**config.mk**
```make
export PLATFORM = sky130hd
export DESIGN_NAME = ultrasonic_ranger
export DESIGN_NICKNAME = d
export VERILOG_FILES = /design/src/rtl/ultrasonic_ranger.sv
export SDC_FILE = /design/constraint.sdc
export NUM_CORES = 1
export LEC_CHECK = 0
export CORE_AREA = 2 2 123 125
export CTS_BUF_LIST = sky130_fd_sc_hd__clkbuf_4
export CTS_CLUSTER_DIAMETER = 40
export DETAILED_ROUTE_END_ITERATION = 10
export DIE_AREA = 0 0 125 127
export DONT_BUFFER_PORTS = 1
export GPL_TIMING_DRIVEN = 1
export PLACE_DENSITY_LB_ADDON = 0.05
export SLEW_MARGIN = 5
export SYNTH_ARGS = -nofsm -noshare
export SYNTH_HDL_FRONTEND = slang
export SYNTH_SLANG_ARGS = --single-unit
export TNS_END_PERCENT = 5
```
**constraint.sdc**
```tcl
create_clock -name clk -period 10.8 [get_ports clk]
set_input_delay 3.24 -clock clk [delete_from_list [all_inputs] [get_ports clk]]
set_output_delay 3.24 -clock clk [all_outputs]
set_load 0.02 [all_outputs]
```
**src/rtl/ultrasonic_ranger.sv**
```systemverilog
// Ultrasonic range finder front-end.
// Fires a periodic trigger pulse, times the synchronised echo pulse and
// converts its width to whole centimetres by counting a cycles-per-cm
// prescaler, so no divider is needed. The result is held on `distance`
// and announced with a one-cycle strobe. Missing or over-long echoes
// report the all-ones "no wall" distance together with `timeout`.
module ultrasonic_ranger #(
  parameter int CLK_FREQ_HZ    = 125000000,
  parameter int DIST_WIDTH     = 9,
  parameter int TRIG_CYCLES    = 1250,
  parameter int CYCLES_PER_CM  = 7250,
  parameter int TIMEOUT_CYCLES = 3750000,
  parameter int PERIOD_CYCLES  = 7500000
) (
  input  logic                  clk,
  input  logic                  reset,
  input  logic                  enable,
  input  logic                  echo_in,
  output logic                  trig_out,
  output logic [DIST_WIDTH-1:0] distance,
  output logic                  distance_valid,
  output logic                  timeout,
  output logic                  busy
);

  localparam int TRIG_W   = (TRIG_CYCLES    > 1) ? $clog2(TRIG_CYCLES)    : 1;
  localparam int PRE_W    = (CYCLES_PER_CM  > 1) ? $clog2(CYCLES_PER_CM)  : 1;
  localparam int TO_W     = (TIMEOUT_CYCLES > 1) ? $clog2(TIMEOUT_CYCLES) : 1;
  localparam int PERIOD_W = (PERIOD_CYCLES  > 1) ? $clog2(PERIOD_CYCLES)  : 1;

  localparam logic [TRIG_W-1:0]   TRIG_LAST   = TRIG_W'(TRIG_CYCLES - 1);
  localparam logic [PRE_W-1:0]    PRE_LAST    = PRE_W'(CYCLES_PER_CM - 1);
  localparam logic [TO_W-1:0]     TO_LAST     = TO_W'(TIMEOUT_CYCLES - 1);
  localparam logic [PERIOD_W-1:0] PERIOD_LAST = PERIOD_W'(PERIOD_CYCLES - 1);
  localparam logic [DIST_WIDTH-1:0] DIST_MAX  = '1;

  typedef enum logic [2:0] {
    IDLE,
    TRIG,
    WAIT_RISE,
    MEASURE,
    HOLDOFF
  } state_t;

  state_t                state;
  logic                  echo_m;
  logic                  echo_s;
  logic                  echo_d;
  logic                  echo_rise;
  logic                  echo_fall;
  logic [TRIG_W-1:0]     trig_cnt;
  logic [PRE_W-1:0]      pre_cnt;
  logic [DIST_WIDTH-1:0] cm_cnt;
  logic [TO_W-1:0]       to_cnt;
  logic [PERIOD_W-1:0]   period_cnt;

  // Two-flop synchroniser for the raw echo, plus a delayed copy for edges.
  always_ff @(posedge clk or posedge reset) begin
    if (reset) begin
      echo_m <= 1'b0;
      echo_s <= 1'b0;
      echo_d <= 1'b0;
    end else begin
      echo_m <= echo_in;
      echo_s <= echo_m;
      echo_d <= echo_s;
    end
  end

  assign echo_rise = echo_s & ~echo_d;
  assign echo_fall = ~echo_s & echo_d;

  // Measurement sequencer: trigger, wait for echo, time it, hold off.
  always_ff @(posedge clk or posedge reset) begin
    if (reset) begin
      state          <= IDLE;
      trig_out       <= 1'b0;
      distance       <= '0;
      distance_valid <= 1'b0;
      timeout        <= 1'b0;
      busy           <= 1'b0;
      trig_cnt       <= '0;
      pre_cnt        <= '0;
      cm_cnt         <= '0;
      to_cnt         <= '0;
      period_cnt     <= '0;
    end else begin
      distance_valid <= 1'b0;
      timeout        <= 1'b0;

      // The launch cycle in IDLE is cycle 0 of the period, so the next
      // trigger rises exactly PERIOD_CYCLES after this one.
      if (state != IDLE && period_cnt != PERIOD_LAST) begin
        period_cnt <= period_cnt + 1'b1;
      end

      case (state)
        IDLE: begin
          if (enable) begin
            state      <= TRIG;
            trig_out   <= 1'b1;
            busy       <= 1'b1;
            trig_cnt   <= '0;
            period_cnt <= PERIOD_W'(1);
          end
        end

        TRIG: begin
          if (trig_cnt == TRIG_LAST) begin
            state    <= WAIT_RISE;
            trig_out <= 1'b0;
            to_cnt   <= '0;
          end else begin
            trig_cnt <= trig_cnt + 1'b1;
          end
        end

        WAIT_RISE: begin
          to_cnt <= to_cnt + 1'b1;
          if (to_cnt == TO_LAST) begin
            state          <= HOLDOFF;
            distance       <= DIST_MAX;
            distance_valid <= 1'b1;
            timeout        <= 1'b1;
          end else if (echo_rise) begin
            // The rising-edge cycle is itself the first high cycle.
            state <= MEASURE;
            if (CYCLES_PER_CM == 1) begin
              pre_cnt <= '0;
              cm_cnt  <= DIST_WIDTH'(1);
            end else begin
              pre_cnt <= PRE_W'(1);
              cm_cnt  <= '0;
            end
          end
        end

        MEASURE: begin
          to_cnt <= to_cnt + 1'b1;
          if (echo_fall) begin
            state          <= HOLDOFF;
            distance       <= cm_cnt;
            distance_valid <= 1'b1;
          end else if (to_cnt == TO_LAST) begin
            state          <= HOLDOFF;
            distance       <= DIST_MAX;
            distance_valid <= 1'b1;
            timeout        <= 1'b1;
          end else if (echo_s) begin
            if (pre_cnt == PRE_LAST) begin
              pre_cnt <= '0;
              if (cm_cnt != DIST_MAX) begin
                cm_cnt <= cm_cnt + 1'b1;
              end
            end else begin
              pre_cnt <= pre_cnt + 1'b1;
            end
          end
        end

        HOLDOFF: begin
          // A stuck-high echo keeps us here until it finally drops.
          if (period_cnt == PERIOD_LAST && !echo_s) begin
            state <= IDLE;
            busy  <= 1'b0;
          end
        end

        default: begin
          state    <= IDLE;
          trig_out <= 1'b0;
          busy     <= 1'b0;
        end
      endcase
    end
  end

endmodule
```
# Word-level counts from Yosys, hierarchy flattened
# Index checks and enable logic that the tools add are counted.
classes:
  bitwise: 6
  n_lt_le_gt_ge: 0
  n_mul: 0
  n_reduce_logical: 18
  eq_ne: 23
  shift: 0
  n_addsub: 5
  div: 0
  mux: 44
op_table:
  columns: ["op", "count"]
  rows:
  - ["$mux W9", 9]
  - ["$mux W13", 6]
  - ["$mux W23", 3]
  - ["$pmux W22 S2", 1]
  - ["$pmux W9 S2", 2]
  - ["$pmux W13 S2", 1]
  - ["$add A23 B1 Y23 const B", 1]
  - ["$eq A23 B23 Y1 const B", 1]
  - ["$ne A23 B23 Y1 const B", 1]
  - ["$add A22 B1 Y22 const B", 1]
  - ["$eq A22 B22 Y1 const B", 1]
  - ["$mux W11", 2]
  - ["$mux W22", 1]
  - ["$ne A2 B2 Y1 const B", 11]
  - ["$pmux W11 S2", 1]
  - ["$mux W3", 7]
  - ["$pmux W3 S5", 1]
  - ["$add A13 B1 Y13 const B", 1]
  - ["$eq A13 B13 Y1 const B", 1]
  - ["$add A11 B1 Y11 const B", 1]
  - ["$eq A11 B11 Y1 const B", 1]
  - ["$add A9 B1 Y9 const B", 1]
  - ["$ne A9 B9 Y1 const B", 1]
  - ["$reduce_and A3 Y1", 3]
  - ["20 further kinds", 37]
word_totals:
  latch_bits: 0
  mem_bits_rw: 0
  romBits: 0
  mem_count: 0
  reg_bits: 97
  inputBits: 4
  word_cells: 110

# Logic depth before layout (Yosys ltp)
# Gate-level depths: netlist of run 1.
logic_depth:
  depth_word: 7
  depth_mapped: 10

# Worst setup path before layout of run 1
# Ideal clock, no wire load.
synth_timing:
  path_type: "input port to flip-flop"
  start: "in enable"
  end: "reg trig_cnt[7]"
  required_ns: 10.668
  stages: 5
  arrival_time_ns: 4.239
  path_slack_ns: 6.429
  path_cell_list: "nor2_1 > nor3_1 > and3_1 > xnor2_1 > nor2_1"
synth_via:
  elab_chain_len: 2
synth_lines:
  columns: ["item", "line", "source"]
  rows:
  - ["start, declared", "17", "input logic enable,"]
  - ["$ne A2 B2 Y1 (no line)", null, null]
  - ["$reduce_and A3 Y1 (no line)", null, null]
  - ["end signal, assigned", "114", "trig_cnt <= trig_cnt + 1'b1;"]
  - ["end, declared", "51", "logic [TRIG_W-1:0] trig_cnt;"]
# Every way passes these cells.
# A chain may end at the register's enable or synchronous reset.

# Worst setup path in the final report of run 1
layout_timing:
  start: "reg trig_out"
  end: "out trig_out"
layout_rtl:
  columns: ["item", "line", "source"]
  rows:
  - ["start, declared", "19", "output logic trig_out,"]
  - ["start signal, assigned", "77", "trig_out <= 1'b0;"]
  - ["start signal, assigned", "101", "trig_out <= 1'b1;"]
  - ["start signal, assigned", "111", "trig_out <= 1'b0;"]
# No word-level cell between the ends.

==> results.txt, run 1 <==
Clock Pin Slew Worst Setup and Hold Paths - 0.16 ns
Sw Ratio - 23.5%
Clock Tree Root - clkbuf_4
DR pass1 iterations - 4
Placed Cells - 690
Pins Over Slew Limit - 0
Hold buffers post-CTS - 0
CTS H-tree lvls - 3
Fin crit period - 4.22 ns
Vias in the first global route - 3893
Hold Violations, Final - 0
Ys Warns - 0
Via-to-Cell Ratio - 5.52
GR Overflow Total - 0
Flops & latches, synth - 97
Comb power frac - 1.4%
Starting Density - 34.9%
RSZ-0062 raised after global routing - false
Max frequency - 237 MHz
Number of synthesized flops with an enable pin - 0
Ys async rst share - 100%
Ys flop type - dfrtp_1
HPWL Detailed - 7690 um
Clock Skew - 0.0167 ns
Worst Max-Slew Pin Slew - 1.09 ns
PostCTS Resize Cnt - 0
DIE HEIGHT - 127 um
DR vias - 3896
Initial antenna violation count - 0
Placer congestion estimate - 0.737
DRC violations left - 0
Worst setup SP type - register
Distinct cells, synth - 60
Post-Syn Nets - 534
Worst Path Max Fanout - 3
Area fraction in compound gates after synthesis - 14.2%
Tcrit/Tclk final - 39.1%
Largest family of logic cells by synthesized area - simple AND/OR/NAND/NOR gates
Die W - 125 um
VDD IR max - 0.0505 mV
Area Growth Syn to Fin - 6.20%
Top cells by count, synth - dfrtp_1 (97), nor2_1 (59), o21ai_0 (38)
WHS - 0.420 ns
Simple-Gate Fraction of Synth Area - 26.1%
Port Buffers - 0
Worst EP arrival - 0.98 ns
Req. time, crit path - 7.56 ns
Mean area per synthesized cell - 9.63 um^2
P_sw - 134 uW
Crit end category - primary output
Antenna Violating Nets Remaining - 0
Top cells by area, synth - dfrtp_1 (48%), nor2_1 (4.4%), o21ai_0 (3.8%)
Mux share of post-synthesis cell area - 1.05%
Status - complete, no violations
WL per Instance - 16.4 um
Xor and xnor area share after synthesis - 5.92%
Sequential share of the synthesized area - 48.3%
IO Count - 17
CTS Buf Count - 9
WL final - 11600 um
Max transition margin - 26.6%
Top cell type's share of synthesized area - 48.3%
Maxcap violations - 0
Area share of fa/ha/maj cells after synthesis - 2.19%
Post-Syn Instances - 522
Clock share of power - 34.6%
Hold Crit Class - register to register
Overall Global Routing Usage - 15.5%
# Post-CTS Setup Buffers - 0
Static leakage - 2.21 nW
Fin cells - 706
Sum of negative setup slack - 0 ns
Post-synth top area cell - dfrtp_1
Antenna diode count - 0
Pwr dens - 107 nW/um^2
Int Pwr - 436 uW
Cell row count - 44
Largest net degree at the start of global routing - 54
Total core area - 14400 um^2
Worst-Skew Late Latency - 0.48 ns
Clk sinks - 97
Seq pwr share - 63.9%
TritonCTS clock tree - done
Starting DRT DRC Count - 195
Layout cells sized above 1 - 6.51%
Fin nets - 529
Die Footprint - 15900 um^2
Syn Std Cell Area - 5030 um^2
Global-route wire length before repair - 20100 um
Count leader, synth - dfrtp_1
Setup CP Type - register to primary output
Max clock buf depth - 2
Final Setup Violations - 0
-- cell usage in the layout (no fill, tap or decap), types with 9 or more instances in the layout --
| cell type | netlist | routed |
|---|---|---|
| a21oi_1 | 12 | 12 |
| and3_1 | 10 | 10 |
| clkbuf_4 | 0 | 10 |
| dfrtp_1 | 97 | 97 |
| nand2_1 | 36 | 36 |
| nand3_1 | 29 | 29 |
| nand4_1 | 23 | 23 |
| nor2_1 | 59 | 59 |
| nor3_1 | 16 | 16 |
| nor4_1 | 9 | 9 |
| o21ai_0 | 38 | 38 |
| o22a_1 | 9 | 9 |
| o31ai_1 | 12 | 12 |
| or3_1 | 10 | 10 |
| xnor2_1 | 16 | 16 |
| xor2_1 | 18 | 18 |
-- cell families (layout without fill, tap and decap cells) --
kind of cell	count (synthesis)	after routing
mux	5	5
flops	97	97
xor+xnor	34	34
simple gates	241	241
compound gates	108	108
buf+inv	28	28
fa+ha+maj	9	9
-- worst register-to-register path, stage by stage (launching register included) --
cell     delay (ns)
dfrtp_1        0.44
ha_1           0.19
nand3_1        0.27
or2_2          0.44
o21ai_2        0.82
nor4_1         0.20
mux2_2         0.32
-- final timing paths --
| check | start | endpoint | slack [ns] | depth (start not counted) |
|---|---|---|---|---|
| setup reg to reg | to_cnt[0] | cm_cnt[0] | 8.02 | 6 |
| max in group asynchronous | reset | period_cnt[17] | 7.00 | 2 |
| setup / recovery | trig_out | trig_out | 6.58 | 0 |
| hold reg to reg | echo_m | echo_s | 0.42 | 0 |
| min in group asynchronous | reset | trig_out | 2.68 | 1 |
| hold / removal | echo_m | echo_s | 0.42 | 0 |
-- cell type report --
| class | instances | area [um^2] |
|---|---|---|
| Clock inverter | 6 | 58.8 |
| Sequential cell | 97 | 2430 |
| Clock buffer | 10 | 75.1 |
| Tap cell | 184 | 230 |
| Inverter | 9 | 36.3 |
| Fill cell | 1497 | 9080 |
| Multi-Input combinational cell | 397 | 2490 |
| Timing Repair Buffer | 3 | 22.5 |
-- power groups by stage --
stage	registers, mW	logic [mW]	clock network, mW
global placement	0.371	0.00897	0
floorplan	0.371	0.00605	0
global route	0.365	0.0101	0.224
detailed placement	0.371	0.00921	0
CTS	0.364	0.00918	0.209
finish	0.364	0.00826	0.197
-- flip-flops by register name, summed over array words and instances, names as in the netlist --
register        count
to_cnt             22
echo_m              1
cm_cnt              9
trig_cnt           11
busy                1
distance_valid      1
pre_cnt            13
echo_d              1
trig_out            1
state               3
echo_s              1
distance            9
period_cnt         23
timeout             1
-- routing by layer --
metal	global-route usage [%]	vias to the layer above	wire length [um]	share of wire, %
li1	-	1922	-	-
met1	22.9	1919	6100	53
met2	22.9	43	4950	43
met3	2.39	12	314	2.7
met4	5.69	0	188	1.6
met5	0	-	0	0
-- through the flow --
stage | setup slack (ns) | utilization [%] | area, um^2 | total power [mW]
5_1_grt | 6.41 | 37.0 | 5340 | 0.599
4_1_cts | 6.52 | 37.0 | 5340 | 0.583
3_3_place_gp | 6.13 | 36.1 | 5200 | 0.380
2_1_floorplan | 5.03 | - | 5030 | 0.377
3_5_place_dp | 6.09 | 36.1 | 5200 | 0.380
6_report | 6.58 | 37.0 | 5340 | 0.570
No activity file was read; power rests on OpenSTA's default activity.
==> run 2: changes to the inputs <==
- clock period: 10.8 -> 3.8 ns (I/O delays scaled with it)
==> run 2 against run 1 <==
Effect of this change: clock skew shrank 0.0011 ns; sequential power grew to 2.9 times the previous value; clock-buffer cell count down 1; non-clock buffer count is 2 higher; global-route usage fell by 0.065 points; clock power grew to 2.5 times the previous value; sequential share of layout area is essentially flat; die area is the same; combinational power grew to 3.2 times the previous value; critical endpoint is now cm_cnt[3].
==> results.txt, run 2 (synthesis gave the netlist of run 1 again) <==
Max FFs per register - 23 (unchanged)
IO Count - 17 (unchanged)
Antenna Violating Nets Remaining - 0 (unchanged)
Via-to-Cell Ratio - 5.47 (was 5.52)
Regs by FF count - period_cnt (23), to_cnt (22), pre_cnt (13) (unchanged)
Crit-path most repeated cell - o21ai_0
Die W - 125 um (unchanged)
P_sw - 393 uW (was 134 uW)
DR pass1 iterations - 4 (unchanged)
Max frequency - 370 MHz
Layout cells sized above 1 - 6.68% (was 6.51%)
WL per Instance - 16.5 um (was 16.4 um)
Worst setup SP type - register (unchanged)
TritonCTS clock tree - done (unchanged)
Total core area - 14400 um^2 (unchanged)
Starting DRT DRC Count - 253 (was 195)
Max transition margin - 21.2% (was 26.6%)
Setup CP Type - register to register (was register to primary output)
Status - complete, no violations (unchanged)
Worst setup margin - 1.10 ns (was 6.58 ns)
Final Setup Violations - 0 (unchanged)
Max clock buf depth - 2 (unchanged)
GR Overflow Total - 0 (unchanged)
Initial antenna violation count - 0 (unchanged)
Worst Max-Slew Pin Slew - 1.18 ns (was 1.09 ns)
Pwr Total - 1.56 mW (was 570 uW)
Placer congestion estimate - 0.768 (was 0.737)
WL final - 11700 um (was 11600 um)
Req. time, crit path - 4.18 ns (was 7.56 ns)
Clock Tree Root - clkbuf_4 (unchanged)
Tcrit/Tclk final - 71.1%
Post-layout util - 37.0% (about the same)
RSZ-0062 raised after global routing - false (unchanged)
Most common cell after layout, fill and taps aside - dfrtp_1 (unchanged)
Largest net degree at the start of global routing - 56 (was 54)
Worst Path Max Fanout - 16 (was 3)
CTS H-tree lvls - 3 (unchanged)
Clock Pin Slew Worst Setup and Hold Paths - 0.15 ns (was 0.16 ns)
Sw Ratio - 25.2% (was 23.5%)
Hold buffers post-CTS - 0 (unchanged)
Die Footprint - 15900 um^2 (unchanged)
Pwr dens - 292 nW/um^2 (was 107 nW/um^2)
Crit end category - register (was primary output)
Clock share of power - 31.8% (was 34.6%)
Vias in the first global route - 3747 (was 3893)
Leading cell types in the layout, fill and taps excluded - dfrtp_1 (97), nor2_1 (59), o21ai_0 (38) (unchanged)
Port Buffers - 0 (unchanged)
Comb power frac - 1.7% (was 1.4%)
Worst-path cell chain - inv_1, ha_1, or4b_4, o31ai_2, o21ai_0, o21ai_0, o31ai_1
Reg with most FFs - period_cnt (unchanged)
VDD IR max - 0.140 mV (was 0.0505 mV)
Overall Global Routing Usage - 15.4% (was 15.5%)
Area Growth Syn to Fin - 6.17% (was 6.20%)
Worst Setup SP - pre_cnt[1] (was trig_out)
DIE HEIGHT - 127 um (unchanged)
Static leakage - 2.21 nW (about the same)
Top Family by Delay on Critical Path - compound AO/OA/AOI/OAI gates
PostCTS Resize Cnt - 0 (unchanged)
Antenna diode count - 0 (unchanged)
Crit path buffers/inverters - 1
Sum of negative setup slack - 0 ns (unchanged)
Hold Crit Class - register to register (unchanged)
Seq pwr share - 66.5% (was 63.9%)
HPWL Detailed - 7760 um (was 7690 um)
Worst slack at placement - 1.12 ns (was 6.09 ns)
Global-route wire length before repair - 19800 um (was 20100 um)
Maxcap violations - 0 (unchanged)
Clk sinks - 97 (unchanged)
Worst-Skew Late Latency - 0.48 ns (about the same)
Max incr delay on CP - 1.00 ns
Pins Over Slew Limit - 0 (unchanged)
Clock Skew - 0.0157 ns (was 0.0167 ns)
DR vias - 3876 (was 3896)
RR Startpoint - pre_cnt[1] (was to_cnt[0])
Hold Violations, Final - 0 (unchanged)
Int Pwr - 1.17 mW (was 436 uW)
Fin crit period - 2.70 ns
DRC violations left - 0 (unchanged)
Fin nets - 531 (was 529)
CTS Buf Count - 9 (unchanged)
Worst EP arrival - 3.08 ns (was 0.98 ns)
Slowest cell on crit path - o31ai_2
Hold path start - echo_m (unchanged)
Cell row count - 44 (unchanged)
# Post-CTS Setup Buffers - 0 (unchanged)
Starting Density - 34.9% (unchanged)
run 2: cell count changes in the layout (fill, tap and decap cells not counted), sizes merged:
cell	before	now
clkinv	3	5
bufinv	1	0
buf	3	5
clkbuf	10	9
run 2: layout make-up:
type | instances | area [um^2]
clock buffers | 9 | 67.6
clock inverters | 7 | 37.5
fillers | 1480 | 9090
inverters | 9 | 36.3
multi-input cells | 397 | 2490
flip-flops and latches | 97 | 2430
well taps | 184 | 230
repair buffers | 5 | 50.0
run 2: final timing paths:
check,slack [ns],depth (start not counted),endpoint
setup / recovery,1.10,7,cm_cnt[3]
hold / removal,0.39,0,echo_s
setup reg to reg,1.10,7,cm_cnt[3]
hold reg to reg,0.39,0,echo_s
max in group asynchronous,2.46,2,trig_cnt[7]
min in group asynchronous,0.64,1,period_cnt[8]
run 2: power by group through the flow:
stage	Clock [mW]	Combinational, mW	Sequential (mW)
floorplan	0	0.0172	1.05
global placement	0	0.0286	1.05
detailed placement	0	0.0288	1.05
CTS	0.526	0.0289	1.04
global route	0.568	0.0322	1.04
finish	0.496	0.0266	1.04
run 2: through the flow:
stage / hold slack, ns / std cells / instance area (um^2)
floorplan: 0.331 / 522 / 5030
global placement: 0.381 / 692 / 5230
detailed placement: 0.361 / 692 / 5230
CTS: 0.396 / 708 / 5340
global route: 0.399 / 708 / 5340
finish: 0.388 / 708 / 5340
run 2: per-layer routing:
layer / vias up / global-route usage (%) / routed length [um]
met5: - / 0 / 0
met4: 0 / 6.14 / 222
li1: 1916 / - / -
met1: 1889 / 23.2 / 6130
met2: 57 / 21.9 / 4880
met3: 14 / 2.68 / 427
